**config.mk**
```make
export PLATFORM = sky130hd
export DESIGN_NAME = wb_dma
export DESIGN_NICKNAME = d
export VERILOG_FILES = /design/src/rtl/wb_dma_pkg.sv /design/src/rtl/wb_dma.sv
export SDC_FILE = /design/constraint.sdc
export NUM_CORES = 1
export LEC_CHECK = 0
export BUFFER_PORTS_ARGS = -buffer_cell sky130_fd_sc_hd__buf_2
export CAP_MARGIN = 20
export CELL_PAD_IN_SITES_DETAIL_PLACEMENT = 1
export CELL_PAD_IN_SITES_GLOBAL_PLACEMENT = 2
export CORE_MARGIN = 4
export CORE_UTILIZATION = 34
export DETAILED_ROUTE_END_ITERATION = 7
export PLACE_DENSITY_LB_ADDON = 0.1
export SKIP_CTS_REPAIR_TIMING = 1
export SYNTH_ARGS = -nofsm -noshare
export SYNTH_HDL_FRONTEND = slang
export SYNTH_SLANG_ARGS = --single-unit
```
**constraint.sdc**
```tcl
create_clock -name wb_clock_i -period 6.5 [get_ports wb_clock_i]
set_input_delay 0.325 -clock wb_clock_i [delete_from_list [all_inputs] [get_ports wb_clock_i]]
set_output_delay 0.325 -clock wb_clock_i [all_outputs]
set_load 0.1 [all_outputs]
```
**src/rtl/wb_dma_pkg.sv**
```systemverilog
// Shared types and constants for the Wishbone DMA engine and its bus neighbours.
package wb_dma_pkg;
  localparam int WB_ADDR_WIDTH = 20;
  localparam int DATA_WIDTH    = 8;
  localparam int DMA_LEN_WIDTH = 16;
  // Controller port index of the DMA engine on wb_demux (SPI bridge 0, video fetch 1)
  localparam int WB_DMA        = 2;

  typedef enum logic {COPY = 1'b0, FILL = 1'b1} dma_mode_t;

  typedef enum logic [2:0] {
    IDLE, RD_REQ, RD_WAIT, WR_REQ, WR_WAIT, FINISH
  } dma_state_t;
endpackage

```
**src/rtl/wb_dma.sv**
```systemverilog
// Wishbone bus-master DMA: copies a byte range upward or fills it with a constant,
// releasing the bus cycle between every access.
module wb_dma
  import wb_dma_pkg::*;
#(
  parameter int ADDR_WIDTH = WB_ADDR_WIDTH,
  parameter int LEN_WIDTH  = DMA_LEN_WIDTH
) (
  input  logic                  wb_clock_i,
  input  logic                  wb_reset_i,
  input  logic                  start_i,
  input  logic                  mode_i,
  input  logic [ADDR_WIDTH-1:0] src_i,
  input  logic [ADDR_WIDTH-1:0] dst_i,
  input  logic [LEN_WIDTH-1:0]  len_i,
  input  logic [DATA_WIDTH-1:0] fill_i,
  input  logic                  abort_i,
  output logic                  busy_o,
  output logic                  done_o,
  output logic                  aborted_o,
  output logic [ADDR_WIDTH-1:0] wb_addr_o,
  output logic [DATA_WIDTH-1:0] wb_data_o,
  input  logic [DATA_WIDTH-1:0] wb_data_i,
  output logic                  wb_we_o,
  output logic                  wb_cycle_o,
  output logic                  wb_strobe_o,
  input  logic                  wb_stall_i,
  input  logic                  wb_ack_i
);

  dma_state_t            state, state_next;
  logic [ADDR_WIDTH-1:0] src, dst;
  logic [LEN_WIDTH-1:0]  remaining;
  dma_mode_t             mode;
  logic [DATA_WIDTH-1:0] fill, data;
  logic                  abort_seen;
  logic                  aborted;

  logic accept, byte_done, last_byte, rd_phase, wr_phase;

  assign accept    = (state == IDLE) && start_i;
  assign byte_done = (state == WR_WAIT) && wb_ack_i;
  assign last_byte = (remaining == LEN_WIDTH'(1));
  assign rd_phase  = (state == RD_REQ) || (state == RD_WAIT);
  assign wr_phase  = (state == WR_REQ) || (state == WR_WAIT);

  always_ff @(posedge wb_clock_i or posedge wb_reset_i) begin
    if (wb_reset_i) state <= IDLE;
    else            state <= state_next;
  end

  always_comb begin
    state_next = state;
    case (state)
      IDLE: begin
        if (start_i) begin
          if (len_i == '0)                    state_next = FINISH;
          else if (dma_mode_t'(mode_i) == FILL) state_next = WR_REQ;
          else                                state_next = RD_REQ;
        end
      end
      RD_REQ:  if (!wb_stall_i) state_next = RD_WAIT;
      RD_WAIT: if (wb_ack_i)    state_next = WR_REQ;
      WR_REQ:  if (!wb_stall_i) state_next = WR_WAIT;
      WR_WAIT: begin
        if (wb_ack_i) begin
          if (last_byte || abort_i) state_next = FINISH;
          else if (mode == FILL)    state_next = WR_REQ;
          else                      state_next = RD_REQ;
        end
      end
      FINISH:  state_next = IDLE;
      default: state_next = IDLE;
    endcase
  end

  always_ff @(posedge wb_clock_i or posedge wb_reset_i) begin
    if (wb_reset_i) begin
      src        <= '0;
      dst        <= '0;
      remaining  <= '0;
      mode       <= COPY;
      fill       <= '0;
      data       <= '0;
      abort_seen <= 1'b0;
      aborted    <= 1'b0;
    end else begin
      if (accept) begin
        aborted    <= 1'b0;
        abort_seen <= 1'b0;
        if (len_i != '0) begin
          src       <= src_i;
          dst       <= dst_i;
          remaining <= len_i;
          mode      <= dma_mode_t'(mode_i);
          fill      <= fill_i;
        end
      end
      if ((state == RD_WAIT) && wb_ack_i) data <= wb_data_i;
      // Abort only counts when it cut the run short of its final byte
      if (byte_done) begin
        src        <= src + ADDR_WIDTH'(1);
        dst        <= dst + ADDR_WIDTH'(1);
        remaining  <= remaining - LEN_WIDTH'(1);
        abort_seen <= abort_i && !last_byte;
      end
      if ((state == FINISH) && abort_seen) aborted <= 1'b1;
    end
  end

  // Cycle falls in the acknowledging cycle so the demux can re-arbitrate at once
  always_comb begin
    busy_o      = rd_phase || wr_phase;
    done_o      = (state == FINISH);
    aborted_o   = aborted;
    wb_strobe_o = (state == RD_REQ) || (state == WR_REQ);
    wb_cycle_o  = wb_strobe_o ||
                  (((state == RD_WAIT) || (state == WR_WAIT)) && !wb_ack_i);
    wb_we_o     = wr_phase;
    wb_addr_o   = '0;
    wb_data_o   = '0;
    if (wr_phase) begin
      wb_addr_o = dst;
      wb_data_o = (mode == FILL) ? fill : data;
    end else if (rd_phase) begin
      wb_addr_o = src;
    end
  end

endmodule

```
==> results_dict.tcl, run 1 <==
set metrics [dict create \
    grt-ovfl-total 0 \
    clk_path_buf_depth 2 \
    met2_length_um 7420 \
    place_area_um2 5150 \
    path_max_fanout 20 \
    die_area_um2 14900 \
    worstReg2RegEnd "remaining[12]$_DFFE_PP0P_" \
    cp-end-kind "output port" \
    finalMaxSlewViolations 0 \
    start_util 0.349 \
    grt_start_max_net_pins 79 \
    htreeDepth 3 \
    numCtsBuffers 9 \
    r2r_slack_ns 3.57 \
    hold_viol 0 \
    num_io_pins 113 \
    grt_util_all_layers 0.209 \
    drv_cap 0 \
    ys_ff_latch 78 \
    drt_wl_total_um 14800 \
    cts-root-buf "clkbuf_16" \
    final_net_count 681 \
    coreArea_um2 12700 \
    drt-met1-wl_um 6620 \
    cp_top_family "buffers and inverters" \
    finalCriticalPeriod_ns 3.45 \
    slowest_delay_ns 0.61 \
    core.rowCount 41 \
    crit_arrival_ns 3.13 \
    setup-violations-final 0 \
    min_path_type "in -> async" \
    cp_data_required_time_ns 6.17 \
    wl_met3_um 599 \
    r2r_start "state[1]$_DFFE_PP0P_" \
    worstPathCellList "inv_1 -> or3_1 -> inv_1 -> nor2_1 -> inv_1 -> a22o_1 -> buf_2" \
    worst_path_max_delay_cell "nor2_1" \
    ys.flop_type "dfrtp_1" \
    fin_tns_setup_ns 0 \
    netlist_area_um2 4420 \
    syn_avg_cell_area_um2 8.87 \
    netlist_instances 499 \
    yosysUniqueCellTypes 57 \
    worstSetupStartpointType "flop" \
    final_antenna_net_count 0 \
    timing.fmax_ghz 0.290 \
    final_cell_area_um2 5540 \
    worst-path-stages 7 \
    dp_hpwl_um 10600 \
    tightest_slew_ns 1.09 \
    port_buffers 112 \
    clkSinkCount 78 \
    drtIter0Drc 192 \
    tritoncts "done" \
    diodes 0 \
    grt_setup_unrepaired "no" \
    top_layer "met4" \
    finalCritPeriodShare 0.531 \
    first_global_vias 4602 \
    antenna_found_initial 0 \
    crit_buf_inv 4 \
    postLayoutCoreUtil 0.437 \
    slew_headroom 0.269 \
    via_per_inst 5.55 \
    finalNonFillerCells 774 \
    fin_skew_ns 0.00738 \
    dp_cells 758 \
    ys_seq_area_frac 0.441 \
    crit_path_frequent_cell "inv_1" \
    die_x_um 122 \
    synth_edf_count 0 \
    drive_gt1_frac 0.261 \
    clk_pin_slew_ns 0.06 \
    route.detailed.drc 0 \
    syn_nets 582 \
    yosysWarnings 0 \
    critical_path_class "reg -> out" \
    vias 4298 \
    insertion_delay_ns 0.34 \
    die_h_um 122 \
    synthArstFlopShare 1.00 \
    gp_congestion 0.794 \
    reg2reg_depth 5 \
    syn_to_final_growth_pct 25.1 \
    wl_per_cell_um 19.1 \
    status "finished clean" \
    dr.pass1.iters 4 \
    grt_pass1_wl_um 24500 \
]
placed cells by master (no fill, tap or decap), drive strengths merged, types with 4 or more instances in the layout:
master	instances
o21ai	13
clkbuf	12
and3	8
mux2	8
nor3	28
or3	4
nand2	67
a22o	20
a21o	4
buf	119
a41oi	4
and4	5
nand4	8
o22ai	7
or4	5
a311oi	5
nand3	27
a21oi	12
inv	11
nor4	8
nor2	61
mux2i	11
ha	4
a211oi	21
dfrtp	78
o211ai	14
worst register-to-register path, cell delays in order, from the launching register on:
cell,delay [ns]
dfrtp_1,0.54
or4b_1,0.69
a41oi_4,0.76
buf_4,0.49
nor3_1,0.12
a211oi_1,0.24
synthesized netlist by cell type, types with 2 or more instances:
| cell | instances | area, um2 |
|---|---|---|
| nor4_1 | 8 | 50.1 |
| a31oi_1 | 3 | 18.8 |
| or3_1 | 4 | 25.0 |
| a211oi_1 | 21 | 158 |
| nand3_1 | 27 | 135 |
| mux2i_1 | 11 | 110 |
| nor3_1 | 27 | 135 |
| a311oi_1 | 5 | 43.8 |
| nor2_1 | 61 | 229 |
| dfrtp_1 | 78 | 1950 |
| buf_1 | 3 | 11.3 |
| o21ai_0 | 12 | 60.1 |
| a221oi_1 | 2 | 17.5 |
| inv_1 | 11 | 41.3 |
| a21o_1 | 4 | 30.0 |
| nor3b_1 | 2 | 15.0 |
| a21oi_1 | 12 | 60.1 |
| o211ai_1 | 13 | 97.6 |
| a41o_1 | 2 | 20.0 |
| and4_1 | 5 | 43.8 |
| or4_1 | 3 | 22.5 |
| clkbuf_1 | 24 | 90.1 |
| a221o_1 | 2 | 20.0 |
| a41oi_1 | 3 | 26.3 |
| nand2b_1 | 2 | 12.5 |
| or4_4 | 2 | 22.5 |
| o311ai_0 | 2 | 17.5 |
| a22o_1 | 20 | 175 |
| nor2b_1 | 2 | 12.5 |
| mux2_2 | 8 | 90.1 |
| o22ai_1 | 7 | 43.8 |
| nand2_1 | 67 | 251 |
| nand4_1 | 8 | 50.1 |
| ha_1 | 4 | 50.1 |
| buf_2 | 4 | 20.0 |
| and3_1 | 8 | 50.1 |
| a31o_2 | 2 | 17.5 |
per-layer routing:
metal  track usage  up-vias
met5             0        -
met4        0.0735        0
met3        0.0344       12
met2         0.354       84
met1         0.271     2136
li1              -     2066
cell type report:
type	instances	area, um2
fill	1549	7140
timing repair buffer	119	633
tap	172	215
sequential	78	1950
multi-input combinational	379	2340
clock buffer	12	267
clock inverter	3	90.1
inverter	11	41.3
worst max path at each step:
stage	startpoint	endpoint	slack [ns]
2_1_floorplan	state[2]$_DFFE_PP0P_	wb_addr_o[10]	2.59
3_3_place_gp	len_i[8]	src[11]$_DFFE_PP0P_	3.54
3_5_place_dp	state[2]$_DFFE_PP0P_	wb_addr_o[15]	3.40
4_1_cts	state[2]$_DFFE_PP0P_	wb_addr_o[11]	2.98
5_1_grt	state[2]$_DFFE_PP0P_	wb_addr_o[11]	2.70
6_report	state[2]$_DFFE_PP0P_	wb_addr_o[11]	3.05
cells by family (layout without fill, tap and decap cells):
| kind of cell | after synthesis | count (layout) | synth area share |
|---|---|---|---|
| AOI/OAI and AO/OA | 121 | 121 | 0.208 |
| xor gates and xnor gates | 1 | 1 | 0.00198 |
| adders and majority gates | 4 | 4 | 0.0113 |
| buffers and inverters | 42 | 145 | 0.0368 |
| DFF | 78 | 78 | 0.441 |
| muxes | 19 | 19 | 0.0453 |
| and+or+nand+nor | 234 | 234 | 0.256 |
flip-flops by register name, summed over array words and instances (netlist names):
signal and flops:
fill 8, src 20, remaining 16, mode 1, abort_seen 1, dst 20, aborted_o 1, state 3
data 8
per-stage QoR:
step | hold slack (ns) | setup slack, ns
final | 0.0574 | 3.05
after floorplan | 0.430 | 2.59
after global placement | 0.457 | 3.54
after CTS | 0.161 | 2.98
after detailed placement | 0.466 | 3.40
after global routing | 0.108 | 2.70
Power of run 1 is not shown: default switching activity piles up to over one toggle a cycle in this logic, so the estimate is an artifact.
==> run 2: changes to the inputs <==
CORE_UTILIZATION = 28   (was 34)
clock period = 2.9 ns   (was 6.5 ns; I/O delays follow)
==> results_dict.tcl, run 2 (same netlist as run 1, synthesis figures left out) <==
set metrics [dict create \
    diodes 0 \
    finalNonFillerCells 831 \
    wl_per_cell_um 18.6 \
    largestRegisters "dst x20, src x20, remaining x16" \
    gp_congestion 0.787 \
    pre_cts_ws_ns 0.586 \
    drtIter0Drc 192 \
    final_net_count 700 \
    tightest_slew_ns 0.628 \
    clkSinkCount 78 \
    final_common_cell "buf_2" \
    critical_path_class "reg -> out" \
    grt_setup_unrepaired "no" \
    coreArea_um2 15300 \
    syn_to_final_growth_pct 29.1 \
    drt_wl_total_um 15400 \
    min_path_type "in -> reg" \
    grt_pass1_wl_um 24600 \
    dp_hpwl_um 11000 \
    cts-root-buf "clkbuf_16" \
    htreeDepth 3 \
    slew_headroom 0.580 \
    nFillCells 1834 \
    start_util 0.289 \
    path_max_fanout 20 \
    finalMaxSlewViolations 0 \
    vias 4358 \
    drv_cap 0 \
    core.rowCount 45 \
    setup-violations-final 0 \
    final_antenna_net_count 0 \
    clk_path_buf_depth 2 \
    hold_viol 0 \
    die_area_um2 17900 \
    dr.pass1.iters 4 \
    worst_slack_ns 0.323 \
    cp_data_required_time_ns 2.76 \
    crit_arrival_ns 2.43 \
    final_cell_mix "buf_2 (111), dfrtp_1 (78), nand2_1 (67), nor2_1 (61)" \
    via_per_inst 5.24 \
    grt_util_all_layers 0.175 \
    status "finished clean" \
    grt_start_max_net_pins 79 \
    die_h_um 134 \
    fin_skew_ns 0.00822 \
    insertion_delay_ns 0.35 \
    clk_pin_slew_ns 0.06 \
    port_buffers 112 \
    antenna_found_initial 0 \
    first_global_vias 4561 \
    finalCritPeriodShare 0.889 \
    tritoncts "done" \
    fin_tns_setup_ns 0 \
    cp-end-kind "output port" \
    timing.fmax_ghz 0.388 \
    drive_gt1_frac 0.273 \
    grt-ovfl-total 0 \
    route.detailed.drc 0 \
    finalCriticalPeriod_ns 2.58 \
    numCtsBuffers 9 \
    die_x_um 134 \
    worstSetupStartpointType "flop" \
    num_io_pins 113 \
    dp_cells 810 \
]
run 2: path summary, 6_finish.rpt:
check	to	from	slack, ns	cells past startpoint
worst min register to register	fill[2]$_DFFE_PP0P_	fill[2]$_DFFE_PP0P_	0.48	2
max in group asynchronous	dst[15]$_DFFE_PP0P_	wb_reset_i	2.09	4
worst max register to register	dst[10]$_DFFE_PP0P_	state[1]$_DFFE_PP0P_	0.57	5
worst max-delay path	wb_addr_o[2]	state[1]$_DFFE_PP0P_	0.32	7
min in group asynchronous	remaining[4]$_DFFE_PP0P_	wb_reset_i	0.43	4
worst min-delay path	fill[5]$_DFFE_PP0P_	fill_i[5]	0.0007	3
run 2: area by class of cell:
cell class,count,area [um2],share of cell area
clock buffer,10,239,0.0418
clock inverter,4,72.6,0.0127
inverter,11,41.3,0.00723
multi-input combinational,379,2340,0.410
sequential,78,1950,0.342
tap,211,264,0.0462
timing repair buffer,138,801,0.140
run 2: critical path, stage by stage (launching register included):
cell and delay, ns:
dfrtp_1 0.54, or3_1 0.45, inv_1 0.09, nor2_1 0.06, inv_1 0.05, buf_4 0.25, a22o_1 0.22, buf_2 0.43
run 2: through the flow:
stage	hold slack (ns)	cell area [um2]	util
floorplan	0.250	4430	-
global placement	0.292	5330	0.348
detailed placement	0.293	5330	0.348
CTS	-0.0871	5640	0.368
global route	0.00248	5710	0.373
finish	0.000714	5710	0.373
run 2: metal layers:
layer  vias up  wire (um)  share of wire  GRT usage
li1       2095          -              -          -
met1      2178       7090           0.46      0.221
met2        77       7630           0.49      0.300
met3         8        609          0.039     0.0461
met4         0        118         0.0076     0.0349
met5         -          0              0          0
Power of run 2 is left out for the same reason.
